`src/rtl/pc_pkg.sv`:
```
// Shared program-counter definitions: pc_sel source encodings and default width.
// The control decoder and the PC unit both import this package.
package pc_pkg;

    localparam int PC_W_DEFAULT = 16;

    typedef enum logic [2:0] {
        PC_INC    = 3'd0,
        PC_BUS    = 3'd1,
        PC_ADDER  = 3'd2,
        PC_VECTOR = 3'd3,
        PC_RETURN = 3'd4
    } pc_sel_e;

endpackage

```
`src/rtl/pc_stack.sv`:
```
// DEPTH x W LIFO holding return PCs for nested trap/interrupt entry.
// A push while full or a pop while empty is ignored; the parent reports those cases.
module pc_stack
    import pc_pkg::*;
#(
    parameter int W     = PC_W_DEFAULT,
    parameter int DEPTH = 4,
    localparam int DW   = $clog2(DEPTH + 1)
) (
    input  logic          clk,
    input  logic          rst_n,
    input  logic          push,
    input  logic          pop,
    input  logic [W-1:0]  push_data,
    output logic [W-1:0]  top,
    output logic [DW-1:0] depth,
    output logic          full,
    output logic          empty
);

    logic [W-1:0]  mem_q [DEPTH];
    logic [W-1:0]  mem_d [DEPTH];
    logic [DW-1:0] depth_q;
    logic [DW-1:0] depth_d;

    assign full  = (depth_q == DW'(DEPTH));
    assign empty = (depth_q == '0);
    assign depth = depth_q;

    always_comb begin
        mem_d   = mem_q;
        depth_d = depth_q;
        if (push && !full) begin
            for (int i = 0; i < DEPTH; i++) begin
                if (DW'(i) == depth_q) begin
                    mem_d[i] = push_data;
                end
            end
            depth_d = depth_q + DW'(1);
        end else if (pop && !empty) begin
            depth_d = depth_q - DW'(1);
        end
    end

    // The top entry sits one below the depth pointer; an empty stack reads as zero.
    always_comb begin
        top = '0;
        for (int i = 0; i < DEPTH; i++) begin
            if (DW'(i + 1) == depth_q) begin
                top = mem_q[i];
            end
        end
    end

    always_ff @(posedge clk) begin
        if (!rst_n) begin
            depth_q <= '0;
            for (int i = 0; i < DEPTH; i++) begin
                mem_q[i] <= '0;
            end
        end else begin
            depth_q <= depth_d;
            for (int i = 0; i < DEPTH; i++) begin
                mem_q[i] <= mem_d[i];
            end
        end
    end

endmodule

```
`src/rtl/pc_unit.sv`:
```
// Program-counter unit: PC register, next-PC source select, and a saved-PC stack.
// It also keeps sticky error flags for stack overflow, stack underflow and illegal selects.
module pc_unit
    import pc_pkg::*;
#(
    parameter int           W        = PC_W_DEFAULT,
    parameter int           INC_STEP = 2,
    parameter logic [W-1:0] RESET_PC = '0,
    parameter int           DEPTH    = 4,
    parameter int           ALIGN    = 1
) (
    input  logic                         clk,
    input  logic                         rst_n,
    input  logic                         ld_pc,
    input  logic [2:0]                   pc_sel,
    input  logic [W-1:0]                 bus,
    input  logic [W-1:0]                 adder,
    input  logic [W-1:0]                 vector,
    input  logic                         err_clr,
    output logic [W-1:0]                 pc,
    output logic [W-1:0]                 saved_top,
    output logic [$clog2(DEPTH+1)-1:0]   depth,
    output logic                         stk_full,
    output logic                         stk_empty,
    output logic                         ovf_err,
    output logic                         unf_err,
    output logic                         sel_err
);

    logic [W-1:0] pc_q, pc_d;
    logic         ovf_q, ovf_d;
    logic         unf_q, unf_d;
    logic         sel_q, sel_d;
    logic         push, pop;
    logic         new_ovf, new_unf, new_sel;

    function automatic logic [W-1:0] align_f(input logic [W-1:0] v);
        return (ALIGN != 0) ? {v[W-1:1], 1'b0} : v;
    endfunction

    pc_stack #(
        .W     (W),
        .DEPTH (DEPTH)
    ) u_stack (
        .clk       (clk),
        .rst_n     (rst_n),
        .push      (push),
        .pop       (pop),
        .push_data (pc_q),
        .top       (saved_top),
        .depth     (depth),
        .full      (stk_full),
        .empty     (stk_empty)
    );

    always_comb begin
        pc_d    = pc_q;
        push    = 1'b0;
        pop     = 1'b0;
        new_ovf = 1'b0;
        new_unf = 1'b0;
        new_sel = 1'b0;
        if (ld_pc) begin
            case (pc_sel_e'(pc_sel))
                PC_INC:   pc_d = pc_q + W'(INC_STEP);
                PC_BUS:   pc_d = align_f(bus);
                PC_ADDER: pc_d = align_f(adder);
                // The vector always loads; only the save of the old PC can be lost.
                PC_VECTOR: begin
                    pc_d = align_f(vector);
                    if (stk_full) begin
                        new_ovf = 1'b1;
                    end else begin
                        push = 1'b1;
                    end
                end
                PC_RETURN: begin
                    if (stk_empty) begin
                        new_unf = 1'b1;
                    end else begin
                        pc_d = saved_top;
                        pop  = 1'b1;
                    end
                end
                default: new_sel = 1'b1;
            endcase
        end
        // A fresh error beats a simultaneous clear.
        ovf_d = (ovf_q & ~err_clr) | new_ovf;
        unf_d = (unf_q & ~err_clr) | new_unf;
        sel_d = (sel_q & ~err_clr) | new_sel;
    end

    always_ff @(posedge clk) begin
        if (!rst_n) begin
            pc_q  <= RESET_PC;
            ovf_q <= 1'b0;
            unf_q <= 1'b0;
            sel_q <= 1'b0;
        end else begin
            pc_q  <= pc_d;
            ovf_q <= ovf_d;
            unf_q <= unf_d;
            sel_q <= sel_d;
        end
    end

    assign pc      = pc_q;
    assign ovf_err = ovf_q;
    assign unf_err = unf_q;
    assign sel_err = sel_q;

endmodule

```
`config.mk`:
```
export PLATFORM = sky130hd
export DESIGN_NAME = pc_unit
export DESIGN_NICKNAME = d
export VERILOG_FILES = /design/src/rtl/pc_pkg.sv /design/src/rtl/pc_stack.sv /design/src/rtl/pc_unit.sv
export SDC_FILE = /design/constraint.sdc
export NUM_CORES = 1
export LEC_CHECK = 0
export ABC_AREA = 1
export CORE_AREA = 2 2 102 104
export CTS_CLUSTER_DIAMETER = 50
export CTS_CLUSTER_SIZE = 25
export DETAILED_ROUTE_END_ITERATION = 10
export DIE_AREA = 0 0 104 106
export PLACE_DENSITY = 0.82
export SLEW_MARGIN = 20
export SYNTH_ARGS = -nofsm -noshare
export SYNTH_HDL_FRONTEND = slang
export SYNTH_HIERARCHICAL = 1
export SYNTH_SLANG_ARGS = --single-unit
```
`constraint.sdc`:
```
create_clock -name clk -period 2.7 [get_ports clk]
set_input_delay 0.54 -clock clk [delete_from_list [all_inputs] [get_ports clk]]
set_output_delay 0.54 -clock clk [all_outputs]
set_load 0.02 [all_outputs]
```
==> flow_summary.toml, run 1 <==
[global_routing]
grt_max_degree = 39
grtUsageTotal = 0.271
grt_pass1_vias = 4971
overflow = 0
antenna_found_initial = 0
grt_pass1_wl_um = 24000

[logic_synthesis]
synth_cell_types = 30
synth-seq-cells = 86
syn-cell-area_mm2 = 0.00484
netlist_instances = 773
synth_nets = 835
ys_seq_area_frac = 0.356
yosysWarningCount = 6
avgSynthCellArea_um2 = 6.26

[clock_tree]
clockBufferDepth = 2
clk_latency_ps = 360
clock-root-buffer = "clkbuf_8"
h-tree-depth = 3
cts_tree = "yes"
postCtsSetupBuffers = 0
numCtsBuffers = 9
clock_sinks = 86
cts_hold_buf = 0
clk_pin_slew_ps = 90

[final_layout]
fin_util = 0.620
drive_gt1_frac = 0.0993
nNetsFinal = 933
final_cell_area_mm2 = 0.00620
fill_cells = 941
area_growth_pct = 28.0
antenna_cells = 0

[pwr]
power.internal_uw = 2030
p_leak_uw = 0.00260
p_clk_frac = 0.351
p_sw_frac = 0.271
ir_drop_mv = 0.226
power_density_mw_per_mm2 = 450
switchingPower_uw = 756
seq_power_share = 0.481
comb_power_share = 0.168

[timing]
timing.hold.ws_ps = 454
relSlewSlack = 0.590
period_minus_slack_ps = 2590
tns_ps = 0
hold_viol_final = 0
max_freq_mhz = 386
fin_skew_ps = 16.0
finalCritPeriodShare = 0.960
setup_viol = 0
tightest_slew_ps = 615
fin_ws_ps = 109
rsz0062_at_grt = "false"
final_max_slew_viol_count = 0

[die]
coreArea_mm2 = 0.0100
fp.dieH_um = 106
placementRows = 37
die_w_um = 104
initial_core_util = 0.484
design.die.area_mm2 = 0.0110
num_io_pins = 95

[routing]
vias = 5335
antenna_left = 0
wirelength_um = 14700
dr.pass1.iters = 5
viasPerCell = 5.27
wire_per_inst_um = 14.6
drt_iter0_drc = 546
drc = 0

[worst_setup_path]
reg2reg_slack_ps = 470
crit_fanout = 5
end_kind = "output pin"
cpPeakStageDelay_ps = 630
r2r-start = "u_stack/depth[0]$_SDFFE_PN0P_"
critPathTopFamily = "buffers and inverters"
r2r.worst_path.cells = 11
cp_slowest_cell = "clkdlybuf4s50_1"
critical_path_buf_inv_count = 4
critPathArrivalTime_ps = 2050
path_cells = "inv_1, ha_1, buf_4, nand2_1, inv_1, clkdlybuf4s50_1"
cp-start-kind = "flop"
cp_common_cell = "inv_1"
required_ps = 2160
crit_type = "reg -> out"
timing.rr.end = "u_stack/mem_q[8]$_SDFFE_PN0P_"

[worst_hold_path]
hold_depth = 2
hold_start = "u_stack/mem_q[50]$_SDFFE_PN0P_"
min_to = "u_stack/mem_q[50]$_SDFFE_PN0P_"
hold_class = "reg -> reg"

[place]
hpwl_um = 10500
place.gp.congestion = 0.867
post_dp_cell_area_mm2 = 0.00607
portBuffers = 91
post-place-ws_ps = 127

[run_status]
status = "complete, no violations"

[run]
cap_violations = 0
state kept, by name, summed over array words and instances, names as in the netlist:
| signal | cells |
|---|---|
| u_stack/mem_q | 64 |
| sel_err | 1 |
| unf_err | 1 |
| pc | 16 |
| u_stack/depth | 3 |
| ovf_err | 1 |
metal layers:
metal,wire length [um],global-route usage,vias up
li1,-,-,2679
met1,6230,0.350,2369
met2,6820,0.445,257
met3,1160,0.0331,30
met4,524,0.144,0
met5,0,0,-
power groups by stage:
stage          sequential, uW  clock, uW  combinational [uW]
3_3_place_gp             1370          0                 460
4_1_cts                  1340        988                 466
2_1_floorplan            1390          0                 211
3_5_place_dp             1370          0                 465
6_report                 1340        979                 468
5_1_grt                  1340       1030                 511
worst register-to-register path, stage by stage (launching register included):
cell and delay, ps:
dfxtp_1 400, inv_1 110, ha_1 250, nand2_4 80, inv_2 90, buf_4 170, nor2_2 290, buf_12 200
nand3_4 80, inv_2 240, nand2_1 100, a21oi_1 130
logic make-up after synthesis:
group                      synth area share
buffers and inverters                0.0897
adders and majority gates            0.0181
DFF                                   0.356
AOI/OAI and AO/OA                     0.122
xor gates and xnor gates            0.00362
and+or+nand+nor                       0.411
what timing repair did:
item / CTS / global route
setup endpoints to repair: 16 / 17
gates cloned: 0 / 0
resized for setup: 18 / 31
cells in the final DEF, fill, tap and decap left out, drive strengths merged, types with 29 or more instances in the layout:
cell / n
dfxtp: 86
buf: 37
clkdlybuf4s50: 74
clkbuf: 29
a21oi: 83
nand3: 80
inv: 55
o21ai: 32
nor2: 85
nand2: 278
cells in the mapped netlist (all sizes together):
| cell | count | area, um2 |
|---|---|---|
| dfxtp | 86 | 1720 |
| o21ai | 32 | 160 |
| clkbuf | 8 | 31.3 |
| ha | 7 | 87.6 |
| nand4 | 20 | 125 |
| nand3b | 1 | 7.51 |
| a21oi | 83 | 415 |
| inv | 55 | 209 |
| a21o | 1 | 7.51 |
| nor3 | 1 | 5.00 |
| nand3 | 80 | 430 |
| o21a | 1 | 7.51 |
| xor2 | 1 | 8.76 |
| xnor2 | 1 | 8.76 |
| buf | 33 | 194 |
| nand2 | 278 | 1070 |
| nor2 | 85 | 357 |
cell type report:
class                      count  area (um2)  share of cell area
timing repair buffer         128        1200               0.193
tap                          136         170              0.0275
inverter                      55         209              0.0337
sequential                    86        1720               0.278
multi-input combinational    591        2690               0.434
clock buffer                  13         139              0.0224
clock inverter                 3        68.8              0.0111
worst max-delay path by stage:
stage                             startpoint                        endpoint  cells after the start
2_1_floorplan  u_stack/depth[0]$_SDFFE_PN0P_  u_stack/mem_q[16]$_SDFFE_PN0P_                     11
3_3_place_gp   u_stack/depth[0]$_SDFFE_PN0P_                    saved_top[5]                      9
3_5_place_dp   u_stack/depth[0]$_SDFFE_PN0P_                    saved_top[2]                      9
4_1_cts        u_stack/depth[0]$_SDFFE_PN0P_                    saved_top[3]                      9
5_1_grt        u_stack/depth[0]$_SDFFE_PN0P_                       stk_empty                      6
6_report       u_stack/depth[0]$_SDFFE_PN0P_                       stk_empty                      6
per-stage QoR:
stage                     std cells  power (uW)
final                          1012        2790
after global routing           1012        2880
after CTS                      1012        2790
after detailed placement        996        1830
after global placement          996        1830
after floorplan                 773        1600
Note: power is estimated with default switching activity, not from simulation.
==> run 2: changes to the inputs <==
- CAP_MARGIN: unset -> 20
- CORE_AREA: 2 2 102 104 -> 2 2 96 98
- DIE_AREA: 0 0 104 106 -> 0 0 98 100
- PLACE_DENSITY: 0.82 -> 0.91
- clock period: 2.7 -> 3.3 ns (I/O delays scaled with it)
==> run 2 against run 1 <==
Register-to-register slack gained 300 ps. Non-clock buffer count shrank 17. Global-route usage rose by 2.4 points. Utilization rose by 6.5 points. Sequential share of layout area increased by 0.52 points. Final cell count decreased by 4.2%. Power is 20% lower. Wire length shrank 2.1%. Die area fell by 11%. Clock-buffer cell count fell by 1. Critical endpoint is now saved_top[11]. Highest routed layer unchanged.
==> flow_summary.toml, run 2 (synthesis gave the netlist of run 1 again) <==
[routing]
wire_per_inst_um = 14.9
wirelength_um = 14400
vias = 5380
drc = 0
antenna_left = 0
drt_iter0_drc = 598
viasPerCell = 5.55
dr.pass1.iters = 5

[timing]
final_max_slew_viol_count = 0
max_freq_mhz = 316
fin_ws_ps = 140
tightest_slew_ps = 741
rsz0062_at_grt = "false"
period_minus_slack_ps = 3160
timing.hold.ws_ps = 453
finalCritPeriodShare = 0.958
relSlewSlack = 0.505
setup_viol = 0
hold_viol_final = 0
fin_skew_ps = 11.3
tns_ps = 0

[pwr]
power_density_mw_per_mm2 = 368
totalPowerFinal_uw = 2240
p_leak_uw = 0.00249
ir_drop_mv = 0.211

[place]
place.gp.congestion = 0.921
hpwl_um = 9850
post-place-ws_ps = 264
post_dp_cell_area_mm2 = 0.00585
portBuffers = 91

[worst_setup_path]
required_ps = 2640
cp-start-kind = "flop"
path_cells = "inv_2, ha_1, inv_1, buf_12, nor2_1, nor2_1, nand2_1, nand2_1, clkdlybuf4s50_1"
crit_fanout = 32
end_kind = "output pin"
critPathArrivalTime_ps = 2500
critPathTopFamily = "buffers and inverters"
cpPeakStageDelay_ps = 640
critical_path_buf_inv_count = 4
crit_type = "reg -> out"
cp_slowest_cell = "clkdlybuf4s50_1"

[die]
coreArea_mm2 = 0.00889
die_w_um = 98
num_io_pins = 95
fp.dieH_um = 100
design.die.area_mm2 = 0.00980
placementRows = 35
initial_core_util = 0.545

[worst_hold_path]
hold_class = "reg -> reg"

[final_layout]
layout_common_cells = "nand2_1, clkdlybuf4s50_1, dfxtp_1"
regMostFlops = "u_stack/mem_q"
fill_cells = 720
antenna_cells = 0
largest_reg_flops = 64
area_growth_pct = 25.7
seq_area_mm2 = 0.00172
final_cell_area_mm2 = 0.00609
nNetsFinal = 916
drive_gt1_frac = 0.0675
multi_input_area_mm2 = 0.00269
layout_commonest_cell = "nand2_1"

[clock_tree]
cts_hold_buf = 0
cts_tree = "yes"
clk_pin_slew_ps = 90
clock_sinks = 86
numCtsBuffers = 9
clockBufferDepth = 2
clk_latency_ps = 360
h-tree-depth = 3
clock-root-buffer = "clkbuf_8"

[global_routing]
grt_pass1_vias = 4814
grt_pass1_wl_um = 23200
grt_max_degree = 36
antenna_found_initial = 0
overflow = 0
grtUsageTotal = 0.295

[run]
cap_violations = 0

[run_status]
status = "complete, no violations"
[run 2: path summary, 6_finish.rpt]
path                                       start                        endpoint  slack, ps  cells past startpoint
hold / removal    u_stack/mem_q[56]$_SDFFE_PN0P_  u_stack/mem_q[56]$_SDFFE_PN0P_        450                      2
setup / recovery   u_stack/depth[2]$_SDFFE_PN0P_                   saved_top[11]        140                      9
setup reg to reg   u_stack/depth[0]$_SDFFE_PN0P_   u_stack/mem_q[6]$_SDFFE_PN0P_        770                      9
hold reg to reg   u_stack/mem_q[56]$_SDFFE_PN0P_  u_stack/mem_q[56]$_SDFFE_PN0P_        450                      2
[run 2: worst min-delay path, delay by kind of cell, from the launching register on]
kind            cells  cell delay [ps]
compound gates      1               50
flops               1              300
buf+inv             1               60
[run 2: stage by stage]
| stage | utilization | std cells |
|---|---|---|
| after floorplan | - | 773 |
| after global placement | 0.658 | 953 |
| after detailed placement | 0.658 | 953 |
| after CTS | 0.684 | 970 |
| after global routing | 0.685 | 970 |
| final | 0.685 | 970 |
[run 2: layout make-up]
| type | count | area share |
|---|---|---|
| clock buffers | 12 | 0.0255 |
| clock inverters | 4 | 0.00884 |
| inverters | 55 | 0.0351 |
| repair buffers | 111 | 0.183 |
| flip-flops and latches | 86 | 0.283 |
| multi-input cells | 591 | 0.442 |
| well taps | 111 | 0.0228 |
[run 2: what timing repair did]
| action | 4_1_cts | 5_1_grt |
|---|---|---|
| pin swaps | 1 | 0 |
| resized for setup | 2 | 2 |
| endpoints found under the setup margin | 8 | 2 |
| buffers inserted | 1 | 0 |
[run 2: layer usage]
layer / global-route usage / share of wire / vias up
met5: 0 / 0 / -
met2: 0.468 / 0.45 / 295
li1: - / - / 2648
met4: 0.139 / 0.038 / 0
met3: 0.0696 / 0.097 / 42
met1: 0.382 / 0.41 / 2395
[run 2: power breakdown]
group | internal [uW] | leakage (uW) | switching, uW
Combinational | 156 | 0.00169 | 197
Sequential | 1060 | 0.000697 | 44.8
Clock | 394 | 0.0000992 | 388
Total | 1610 | 0.00249 | 630
==> run 3: changes to the inputs <==
- GPL_TIMING_DRIVEN: unset -> 0
- clock period: 3.3 -> 4.05 ns (I/O delays scaled with it)
==> run 3 against run 2 <==
Final cell count rose by 2.0%. Sequential power down 18%. Wire length increased by 5.6%. Utilization increased by 0.34 points. First-iteration DRC count shrank 7.0%. Setup slack better by 130 ps. Combinational power down 20%. Worst hold slack better by 4.1 ps. Flip-flop and latch count is the same. Critical path type unchanged. Highest routed layer unchanged.
==> flow_summary.toml, run 3 (synthesis gave the netlist of run 1 again) <==
[worst_setup_path]
critPathTopFamily = "buffers and inverters"
end_kind = "output pin"
cpPeakStageDelay_ps = 620
required_ps = 3240
critical_path_buf_inv_count = 4
cp_slowest_cell = "clkdlybuf4s50_1"
path_cells = "inv_2, ha_1, inv_1, clkbuf_1, nor2_1, nor2_1, nand2_1, nand2_1, clkdlybuf4s50_1"
cp-start-kind = "flop"
crit_fanout = 10
critPathArrivalTime_ps = 2970
crit_type = "reg -> out"

[routing]
antenna_left = 0
wirelength_um = 15200
highest_layer = "met4"
drt-met1-wl_um = 6160
dr_wl_met2_um = 7000
vias = 5569
wire_per_inst_um = 15.4
dr.pass1.iters = 5
met3_length_um = 1480
viasPerCell = 5.63
drt_iter0_drc = 556
drc = 0

[place]
portBuffers = 90
hpwl_um = 11100
post-place-ws_ps = 503
place.gp.congestion = 0.930

[final_layout]
drive_gt1_frac = 0.0752
layout_commonest_cell = "nand2_1"
nNetsFinal = 936
area_growth_pct = 26.3
antenna_cells = 0
fill_cells = 739
seq_area_mm2 = 0.00172
regMostFlops = "u_stack/mem_q"
multi_input_area_mm2 = 0.00269
layout_common_cells = "nand2_1, clkdlybuf4s50_1, dfxtp_1"
largest_reg_flops = 64

[timing]
setup_viol = 0
timing.hold.ws_ps = 457
max_freq_mhz = 264
relSlewSlack = 0.618
fin_skew_ps = 19.9
rsz0062_at_grt = "false"
period_minus_slack_ps = 3780
tns_ps = 0
tightest_slew_ps = 572
fin_ws_ps = 268
finalCritPeriodShare = 0.934
hold_viol_final = 0
final_max_slew_viol_count = 0

[global_routing]
grtUsageTotal = 0.311
overflow = 0
antenna_found_initial = 0
grt_max_degree = 15
grt_pass1_wl_um = 24400
grt_pass1_vias = 4997

[clock_tree]
numCtsBuffers = 9
clk_pin_slew_ps = 100
clock-root-buffer = "clkbuf_8"
cts_resized = 0
cts_hold_buf = 0
postCtsSetupBuffers = 0
clockBufferDepth = 2
clock_sinks = 86
clk_latency_ps = 370
cts_tree = "yes"
h-tree-depth = 3

[die]
design.die.area_mm2 = 0.00980
placementRows = 35
initial_core_util = 0.545
num_io_pins = 95
fp.dieH_um = 100
coreArea_mm2 = 0.00889
die_w_um = 98

[run]
cap_violations = 0

[pwr]
power_density_mw_per_mm2 = 314
p_leak_uw = 0.00253
totalPowerFinal_uw = 1920
ir_drop_mv = 0.190

[worst_hold_path]
hold_class = "reg -> reg"

[run_status]
status = "complete, no violations"
## run 3: metal layers
metal / up-vias / track usage
li1: 2697 / -
met1: 2487 / 0.406
met2: 341 / 0.505
met3: 44 / 0.0439
met4: 0 / 0.157
met5: - / 0
## run 3: final cells by class
cell class,instances,share of cell area
Multi-Input combinational cell,591,0.439
Sequential cell,86,0.281
Timing Repair Buffer,90,0.147
Buffer,41,0.0368
Inverter,55,0.0342
Tap cell,111,0.0227
Clock buffer,10,0.0209
Clock inverter,5,0.0176
## run 3: final timing paths
check	startpoint	end	slack [ps]	cells past startpoint
max reg2reg	u_stack/depth[0]$_SDFFE_PN0P_	u_stack/mem_q[20]$_SDFFE_PN0P_	1470	11
min reg2reg	u_stack/mem_q[49]$_SDFFE_PN0P_	u_stack/mem_q[49]$_SDFFE_PN0P_	460	2
max	u_stack/depth[2]$_SDFFE_PN0P_	saved_top[12]	270	9
min	u_stack/mem_q[49]$_SDFFE_PN0P_	u_stack/mem_q[49]$_SDFFE_PN0P_	460	2
## run 3: stage by stage
stage | cells | area (um2) | utilization
finish | 989 | 6120 | 0.688
global route | 989 | 6120 | 0.688
CTS | 989 | 6120 | 0.688
detailed placement | 974 | 5880 | 0.662
global placement | 974 | 5880 | 0.662
floorplan | 773 | 4840 | -
## run 3: where the power goes
group / leakage (uW) / switching (uW) / internal, uW / total [uW]
Clock: 0.000117 / 319 / 410 / 729
Sequential: 0.000696 / 46.4 / 864 / 911
Combinational: 0.00171 / 158 / 124 / 283
## run 3: worst min-delay path, cell delays in order, from the launching register on
cell,delay [ps]
dfxtp_1,310
inv_1,60
a21oi_1,50
